===== config.mk =====
export PLATFORM = sky130hd
export DESIGN_NAME = mc_maindec_ext_flat
export DESIGN_NICKNAME = d
export VERILOG_FILES = /design/src/rtl/mc_maindec_ext_if.sv /design/src/rtl/mc_maindec_ext.sv /design/src/flat_wrapper.sv
export SDC_FILE = /design/constraint.sdc
export NUM_CORES = 1
export LEC_CHECK = 0
export CORE_MARGIN = 2
export CORE_UTILIZATION = 35
export DETAILED_ROUTE_END_ITERATION = 8
export HOLD_SLACK_MARGIN = 0.1
export PLACE_DENSITY = 0.78
export SLEW_MARGIN = 10
export SYNTH_ARGS = -nofsm -noshare
export SYNTH_HDL_FRONTEND = slang
export SYNTH_SLANG_ARGS = --single-unit

===== constraint.sdc =====
create_clock -name clk -period 1.4 [get_ports clk]
set_input_delay 0.14 -clock clk [delete_from_list [all_inputs] [get_ports clk]]
set_output_delay 0.14 -clock clk [all_outputs]
set_load 0.02 [all_outputs]

===== src/rtl/mc_maindec_ext_if.sv =====
// mc_maindec_ext_if: opcode/handshake inputs and datapath control outputs of the multicycle main decoder.
interface mc_maindec_ext_if;
    logic [5:0] op;
    logic       mem_ready;
    logic       pcwrite, memwrite, irwrite, regwrite;
    logic       alusrca, branch, branch_ne, iord, imm_zext;
    logic       mem_req, exception;
    logic [1:0] memtoreg, regdst, alusrcb, pcsrc;
    logic [2:0] aluop;
    logic [3:0] state;
    modport master (
        input  op, mem_ready,
        output pcwrite, memwrite, irwrite, regwrite, alusrca, branch, branch_ne, iord, imm_zext,
        output mem_req, exception, memtoreg, regdst, alusrcb, pcsrc, aluop, state
    );
    modport slave (
        output op, mem_ready,
        input  pcwrite, memwrite, irwrite, regwrite, alusrca, branch, branch_ne, iord, imm_zext,
        input  mem_req, exception, memtoreg, regdst, alusrcb, pcsrc, aluop, state
    );
endinterface


===== src/rtl/mc_maindec_ext.sv =====
// mc_maindec_ext: multicycle MIPS main control FSM with BNE/JAL/immediate ALU ops, memory wait and illegal-opcode trap.
module mc_maindec_ext #(
    parameter bit MEM_WAIT_EN = 1'b1,
    parameter bit IMM_EXT     = 1'b1,
    parameter bit EXC_EN      = 1'b1
) (
    input logic clk,
    input logic reset_n,
    mc_maindec_ext_if.master bus
);
    localparam logic [5:0] OP_LW = 6'b100011, OP_SW = 6'b101011, OP_RTYPE = 6'b000000;
    localparam logic [5:0] OP_BEQ = 6'b000100, OP_BNE = 6'b000101, OP_ADDI = 6'b001000;
    localparam logic [5:0] OP_ANDI = 6'b001100, OP_ORI = 6'b001101, OP_SLTI = 6'b001010;
    localparam logic [5:0] OP_J = 6'b000010, OP_JAL = 6'b000011;
    typedef enum logic [3:0] {
        FETCH = 4'd0, DECODE = 4'd1, MEMADR = 4'd2, MEMRD = 4'd3, MEMWB = 4'd4,
        MEMWR = 4'd5, RTYPEEX = 4'd6, RTYPEWB = 4'd7, BEQEX = 4'd8, IEX = 4'd9,
        IWB = 4'd10, JEX = 4'd11, BNEEX = 4'd12, JALEX = 4'd13, EXC = 4'd14
    } state_t;
    state_t st, nx;
    logic rdy, is_imm;
    assign rdy = MEM_WAIT_EN ? bus.mem_ready : 1'b1;
    assign is_imm = bus.op == OP_ADDI ||
                    (IMM_EXT && (bus.op == OP_ANDI || bus.op == OP_ORI || bus.op == OP_SLTI));
    always_comb begin
        nx = FETCH;
        case (st)
            FETCH:   nx = rdy ? DECODE : FETCH;
            DECODE:  nx = (bus.op == OP_LW || bus.op == OP_SW) ? MEMADR :
                          bus.op == OP_RTYPE ? RTYPEEX :
                          bus.op == OP_BEQ   ? BEQEX :
                          bus.op == OP_BNE   ? BNEEX :
                          is_imm             ? IEX :
                          bus.op == OP_J     ? JEX :
                          bus.op == OP_JAL   ? JALEX :
                          EXC_EN             ? EXC : FETCH;
            MEMADR:  nx = bus.op == OP_SW ? MEMWR : MEMRD;
            MEMRD:   nx = rdy ? MEMWB : MEMRD;
            MEMWR:   nx = rdy ? FETCH : MEMWR;
            RTYPEEX: nx = RTYPEWB;
            IEX:     nx = IWB;
            default: nx = FETCH;
        endcase
    end
    always_ff @(posedge clk or negedge reset_n) begin
        if (!reset_n) st <= FETCH;
        else st <= nx;
    end
    // Write strobes in memory states are gated by rdy so a stalled access writes only once.
    always_comb begin
        bus.pcwrite = 1'b0;
        bus.memwrite = 1'b0;
        bus.irwrite = 1'b0;
        bus.regwrite = 1'b0;
        bus.alusrca = 1'b0;
        bus.branch = 1'b0;
        bus.branch_ne = 1'b0;
        bus.iord = 1'b0;
        bus.imm_zext = 1'b0;
        bus.mem_req = 1'b0;
        bus.exception = 1'b0;
        bus.memtoreg = 2'b00;
        bus.regdst = 2'b00;
        bus.alusrcb = 2'b00;
        bus.pcsrc = 2'b00;
        bus.aluop = 3'b000;
        bus.state = st;
        case (st)
            FETCH: begin
                bus.mem_req = 1'b1;
                bus.alusrcb = 2'b01;
                bus.pcwrite = rdy;
                bus.irwrite = rdy;
            end
            DECODE: bus.alusrcb = 2'b11;
            MEMADR: begin
                bus.alusrca = 1'b1;
                bus.alusrcb = 2'b10;
            end
            MEMRD: begin
                bus.mem_req = 1'b1;
                bus.iord = 1'b1;
            end
            MEMWB: begin
                bus.regwrite = 1'b1;
                bus.memtoreg = 2'b01;
            end
            MEMWR: begin
                bus.mem_req = 1'b1;
                bus.iord = 1'b1;
                bus.memwrite = rdy;
            end
            RTYPEEX: begin
                bus.alusrca = 1'b1;
                bus.aluop = 3'b010;
            end
            RTYPEWB: begin
                bus.regwrite = 1'b1;
                bus.regdst = 2'b01;
            end
            BEQEX, BNEEX: begin
                bus.alusrca = 1'b1;
                bus.branch = st == BEQEX;
                bus.branch_ne = st == BNEEX;
                bus.pcsrc = 2'b01;
                bus.aluop = 3'b001;
            end
            IEX: begin
                bus.alusrca = 1'b1;
                bus.alusrcb = 2'b10;
                bus.aluop = bus.op == OP_ANDI ? 3'b011 : bus.op == OP_ORI ? 3'b100 :
                            bus.op == OP_SLTI ? 3'b101 : 3'b000;
                bus.imm_zext = bus.op == OP_ANDI || bus.op == OP_ORI;
            end
            IWB: bus.regwrite = 1'b1;
            JEX: begin
                bus.pcwrite = 1'b1;
                bus.pcsrc = 2'b10;
            end
            JALEX: begin
                bus.pcwrite = 1'b1;
                bus.pcsrc = 2'b10;
                bus.regwrite = 1'b1;
                bus.regdst = 2'b10;
                bus.memtoreg = 2'b10;
            end
            EXC: begin
                bus.pcwrite = 1'b1;
                bus.pcsrc = 2'b11;
                bus.exception = 1'b1;
            end
            default: ;
        endcase
    end
endmodule


===== src/flat_wrapper.sv =====
// flat-port wrapper written by rule: the top's interface ports become plain ports
module mc_maindec_ext_flat 
#(
    parameter bit MEM_WAIT_EN = 1'b1,
    parameter bit IMM_EXT     = 1'b1,
    parameter bit EXC_EN      = 1'b1
)
  (clk, reset_n, bus_op, bus_mem_ready, bus_pcwrite, bus_memwrite, bus_irwrite, bus_regwrite, bus_alusrca, bus_branch, bus_branch_ne, bus_iord, bus_imm_zext, bus_mem_req, bus_exception, bus_memtoreg, bus_regdst, bus_alusrcb, bus_pcsrc, bus_aluop, bus_state);
  mc_maindec_ext_if bus_i ();
  input logic clk;
  input logic reset_n;
  input wire logic [$bits(bus_i.op)-1:0] bus_op;
  input wire logic [$bits(bus_i.mem_ready)-1:0] bus_mem_ready;
  output wire logic [$bits(bus_i.pcwrite)-1:0] bus_pcwrite;
  output wire logic [$bits(bus_i.memwrite)-1:0] bus_memwrite;
  output wire logic [$bits(bus_i.irwrite)-1:0] bus_irwrite;
  output wire logic [$bits(bus_i.regwrite)-1:0] bus_regwrite;
  output wire logic [$bits(bus_i.alusrca)-1:0] bus_alusrca;
  output wire logic [$bits(bus_i.branch)-1:0] bus_branch;
  output wire logic [$bits(bus_i.branch_ne)-1:0] bus_branch_ne;
  output wire logic [$bits(bus_i.iord)-1:0] bus_iord;
  output wire logic [$bits(bus_i.imm_zext)-1:0] bus_imm_zext;
  output wire logic [$bits(bus_i.mem_req)-1:0] bus_mem_req;
  output wire logic [$bits(bus_i.exception)-1:0] bus_exception;
  output wire logic [$bits(bus_i.memtoreg)-1:0] bus_memtoreg;
  output wire logic [$bits(bus_i.regdst)-1:0] bus_regdst;
  output wire logic [$bits(bus_i.alusrcb)-1:0] bus_alusrcb;
  output wire logic [$bits(bus_i.pcsrc)-1:0] bus_pcsrc;
  output wire logic [$bits(bus_i.aluop)-1:0] bus_aluop;
  output wire logic [$bits(bus_i.state)-1:0] bus_state;
  assign bus_i.op = bus_op;
  assign bus_i.mem_ready = bus_mem_ready;
  assign bus_pcwrite = bus_i.pcwrite;
  assign bus_memwrite = bus_i.memwrite;
  assign bus_irwrite = bus_i.irwrite;
  assign bus_regwrite = bus_i.regwrite;
  assign bus_alusrca = bus_i.alusrca;
  assign bus_branch = bus_i.branch;
  assign bus_branch_ne = bus_i.branch_ne;
  assign bus_iord = bus_i.iord;
  assign bus_imm_zext = bus_i.imm_zext;
  assign bus_mem_req = bus_i.mem_req;
  assign bus_exception = bus_i.exception;
  assign bus_memtoreg = bus_i.memtoreg;
  assign bus_regdst = bus_i.regdst;
  assign bus_alusrcb = bus_i.alusrcb;
  assign bus_pcsrc = bus_i.pcsrc;
  assign bus_aluop = bus_i.aluop;
  assign bus_state = bus_i.state;
  mc_maindec_ext #(.MEM_WAIT_EN(MEM_WAIT_EN), .IMM_EXT(IMM_EXT), .EXC_EN(EXC_EN)) u_core (.clk(clk), .reset_n(reset_n), .bus(bus_i));
endmodule

* Word level (Yosys, flattened, before mapping)
Index checks and enable logic that the tools add are counted.
Word-level totals: register bits after elaboration 4, word-level logic and storage cells 70, bits of input ports 9, output and inout port bits 26
Operators by class: multiplexer cells 31, equal/unequal tests 24, reduce and logical (&&, ||, !) cells 14
Operators with widths (number):
- equality test 4 bit (second input constant) | 7
- one-hot mux 4 bit (7 select lines) | 1
- equality test 6 x 4 -> 1 bit (second input constant) | 4
- 2-to-1 mux 4 bit | 6
- 2-to-1 mux 3 bit | 6
- equality test 4 x 3 -> 1 bit (second input constant) | 4
- equality test 6 x 2 -> 1 bit (second input constant) | 2
- equality test 6 x 3 -> 1 bit (second input constant) | 2
- equality test 6 bit (second input constant) | 2
- one-hot mux 2 bit (3 select lines) | 2
- 2-to-1 mux 1 bit | 11
- one-hot mux 3 bit (3 select lines) | 1
- equality test 4 x 2 -> 1 bit (second input constant) | 2
- one-hot mux 2 bit (2 select lines) | 2
- OR reduction 2 bit | 4
- logical NOT 6 bit | 1
- OR reduction 3 bit | 2
- OR reduction 5 bit | 1
- equality test 4 x 1 -> 1 bit (second input constant) | 1
- logical NOT 4 bit | 1
- logical OR 1 bit | 4
- OR reduction 4 bit | 1
- 2-to-1 mux 2 bit | 1
- one-hot mux 1 bit (2 select lines) | 1

* Longest topological paths before layout
depth after elaboration 10, gate-level depth with buffers 4, mapped depth without buffers 3

* Worst setup path after synthesis
No wires, ideal clock.
kind register to output, start point register u_core.st[1], in the netlist u_core.bus.state[1], end point output bus_aluop[0], required time 1260 ps, buffers on the path 1, arrival time 1596 ps, cell stages (with the launch flop) 5, slack -336 ps, cells stage by stage dfrtp_1 -> clkbuf_1 -> nand2b_1 -> or3_4 -> o32ai_2
Between the ends: longest elaborated chain between the ends 3, elaborated cells on any way between the ends 6, classes of those cells eq/ne (4); mux (1); reduce/logical (1)
Ends and longest elaborated chain:
- from (decl) | line mc_maindec_ext.sv:20 | state_t st, nx;
- from (signal assigned) | line mc_maindec_ext.sv:47 | else st <= nx;
- equality test 4 bit | line mc_maindec_ext.sv:68 | case (st)
- OR reduction 2 bit | line mc_maindec_ext.sv:68
- one-hot mux 3 bit (3 select lines) (*) | line mc_maindec_ext.sv:68
- to (decl) | line flat_wrapper.sv:29 | output wire logic [$bits(bus_i.aluop)-1:0] bus_aluop;
Every way passes the cells marked *; elsewhere a longest branch is shown, timed or not.

* Worst setup path in the final report
start point register u_core.st[2], in the netlist u_core.bus.state[2], end point register u_core.st[2], in the netlist u_core.bus.state[2]
Between the ends: longest elaborated chain between the ends 2, elaborated cells on any way between the ends 8, classes of those cells eq/ne (6); mux (1); reduce/logical (1)
Ends and longest elaborated chain:
- equality test 4 bit (tied with other cells) | line mc_maindec_ext.sv:27 | case (st)
- one-hot mux 4 bit (7 select lines) (*) | line mc_maindec_ext.sv:27
- named net u_core.nx[2] | line mc_maindec_ext.sv:20
Mark *: on every way through the listed nets, which the timed path passes. The rest lies on a longest branch.

==> flow_metrics.env <==
export IMPL_outcome="finished, violations left"
export IMPL_violations="setup timing"
export IMPL_dr_pass1_iters=4
export IMPL_hpwl_um=1980
export IMPL_synth_edf_count=0
export IMPL_maxCapViolCount=0
export IMPL_grt_util_met1=0.316
export IMPL_synthToLayoutAreaGrowth_pct=151
export IMPL_wirelength_um=3980
export IMPL_hold_violations=0
export IMPL_tightest_slew_ns=0.371
export IMPL_yosysSeqAreaShare=0.144
export IMPL_clock_latency_ns=0.26
export IMPL_initial_core_util=0.363
export IMPL_synth_top_cell_by_area="dfrtp_1"
export IMPL_worstRegToRegCells=5
export IMPL_vias=1169
export IMPL_synth_top_cell_area_share=0.144
export IMPL_portBuffers=34
export IMPL_drv_slew=0
export IMPL_rows=16
export IMPL_synthDistinctLibCells=45
export IMPL_cts_tree="done"
export IMPL_drt_iter0_markers=42
export IMPL_dieArea_um2=2360
export IMPL_clock_skew_ns=0.00576
export IMPL_end_kind="flip-flop"
export IMPL_antenna_cells=0
export IMPL_grt_pass1_wl_um=4630
export IMPL_nets=184
export IMPL_die_w_um=48.6
export IMPL_syn_cell_area_um2=697
export IMPL_grt_max_degree=13
export IMPL_top_usage_layer="met2"
export IMPL_antenna_found_initial=0
export IMPL_required_ns=1.52
export IMPL_p_per_area_nw_per_um2=2210
export IMPL_gr_total_overflow=0
export IMPL_leakage_nw=0.769
export IMPL_min_period_ns=1.80
export IMPL_reg2reg_setup_slack_ns=-0.40
export IMPL_timing_fmax_mhz=556
export IMPL_wire_per_inst_um=19.8
export IMPL_rr_startpoint="u_core.bus.state[2]"
export IMPL_cp_max_fo=8
export IMPL_groute_usage_overall=0.238
export IMPL_worstHoldPathType="input port to async pin"
export IMPL_synthTopCellsByArea="dfrtp_1, nand2b_1, nor2_1"
export IMPL_cts_hold_buf=0
export IMPL_async_flop_share=1.00
export IMPL_cts_buffer_depth=2
export IMPL_timing_rr_end="u_core.bus.state[2]"
export IMPL_viasPerCell=5.82
export IMPL_grt_pass1_vias=978
export IMPL_relSlewSlack=0.751
export IMPL_post_route_cells_drive_above_1_share=0.695
export IMPL_io_pins=35
export IMPL_total_power_mw=3.87
export IMPL_cp_start_kind="flip-flop"
export IMPL_cts_buffers=3
export IMPL_drc=0
export IMPL_synth_flop_cell="dfrtp_1"
export IMPL_fin_ws_ns=-0.397
export IMPL_rsz0062_at_grt="true"
export IMPL_final_antenna_net_count=0
export IMPL_die_h_um=48.6
export IMPL_ys_seq_elements=4
export IMPL_synthTopCellsByCount="nand2b_1, nor2_1, clkbuf_1, nand2_1"
export IMPL_preCtsSetupSlack_ns=-1.03
export IMPL_synth_nets=108
export IMPL_irDropWorstVdd_v=0.00185
export IMPL_synth_cells=99
export IMPL_hold_ws_ns=0.0933
export IMPL_path_class="flip-flop to flip-flop"
export IMPL_finalCritPeriodShare=1.28
export IMPL_cts_sinks=4
export IMPL_clk_pin_slew_worst_paths_ns=0.05
export IMPL_htree_levels=1
export IMPL_clock_root_buffer="clkbuf_4"
export IMPL_ys_warn_count=0
export IMPL_grtUsageMet3=0.0309
export IMPL_core_region_area_um2=1920
export IMPL_avgSynthCellArea_um2=7.04
export IMPL_cp_arrival_ns=1.92
export IMPL_final_setup_viol_count=25
export IMPL_gp_congestion=0.871
export IMPL_grt_use_met2=0.406
export IMPL_largest_register_ffs=4
-- metrics by stage --
stage,util,TNS (ns),cells,instance area [µm²]
global route,0.911,-6.96,201,1750
global placement,0.688,-10.23,180,1320
finish,0.911,-5.61,201,1750
floorplan,-,-0.798,99,778
detailed placement,0.688,-11.01,180,1320
CTS,0.737,-4.60,187,1420
-- routing by layer --
| layer | vias to the layer above | share of wire |
|---|---|---|
| li1 | 524 | - |
| met1 | 562 | 0.43 |
| met3 | 12 | 0.064 |
| met5 | - | 0 |
| met2 | 71 | 0.48 |
| met4 | 0 | 0.029 |
-- cells in the final DEF (no fill, tap or decap), types with 3 or more instances in the layout --
| cell type | count |
|---|---|
| nand2b_1 | 3 |
| clkbuf_2 | 3 |
| and3_1 | 3 |
| buf_6 | 24 |
| buf_8 | 4 |
| nand2_1 | 5 |
| nor2_4 | 3 |
| clkdlybuf4s15_2 | 4 |
| dfrtp_2 | 4 |
| clkdlybuf4s50_1 | 4 |
| dlygate4sd2_1 | 4 |
| buf_4 | 34 |
| nor2_1 | 3 |
| clkbuf_4 | 3 |
| nor2_2 | 3 |
| a21oi_2 | 4 |
| nand2b_4 | 6 |
| nor3_4 | 3 |
-- critical path, cell delays in order, from the launching register on --
cell and delay [ns]:
dfrtp_2 0.42, buf_8 0.14, buf_6 0.12, or4_4 0.54, nor4_4 0.32, o32ai_2 0.12
-- area by class of cell --
| type | count | area (µm²) |
|---|---|---|
| Multi-Input combinational cell | 82 | 811 |
| Timing Repair Buffer | 81 | 763 |
| Fill cell | 65 | 170 |
| Sequential cell | 4 | 105 |
| Tap cell | 27 | 33.8 |
| Clock buffer | 4 | 26.3 |
| Inverter | 3 | 12.5 |
-- where the power goes --
group | switching [mW] | leakage (nW) | internal [mW]
combinational | 1.69 | 0.709 | 1.72
clock | 0.0697 | 0.0150 | 0.108
sequential | 0.0964 | 0.0454 | 0.184
total | 1.85 | 0.769 | 2.01
-- logic make-up (layout without fill, tap and decap cells) --
kind of cell	count (synthesis)	count (layout)	synth area share
XOR/XNOR	2	2	0.0251
AO/OA/AOI/OAI	26	26	0.296
buffers and inverters	13	88	0.0772
flip-flops	4	4	0.144
AND/OR/NAND/NOR	53	53	0.443
multiplexers	1	1	0.0144
-- how the worst max path moves through the flow --
stage | depth (start not counted) | start | endpoint
global route | 5 | u_core.bus.state[2] | bus_pcwrite
global placement | 5 | bus_op[3] | bus_aluop[0]
floorplan | 4 | u_core.bus.state[1] | bus_aluop[0]
CTS | 4 | u_core.bus.state[1] | bus_aluop[0]
finish | 5 | u_core.bus.state[2] | u_core.bus.state[2]
detailed placement | 5 | bus_op[3] | bus_aluop[0]
-- timing repair --
action	4_1_cts	5_1_grt
gates cloned	0	1
resized for setup	126	64
buffers inserted	4	16
setup endpoints to repair	29	28
endpoints found under the hold margin	0	0
pin swaps	12	19
No activity file was read; power rests on OpenSTA's default activity.
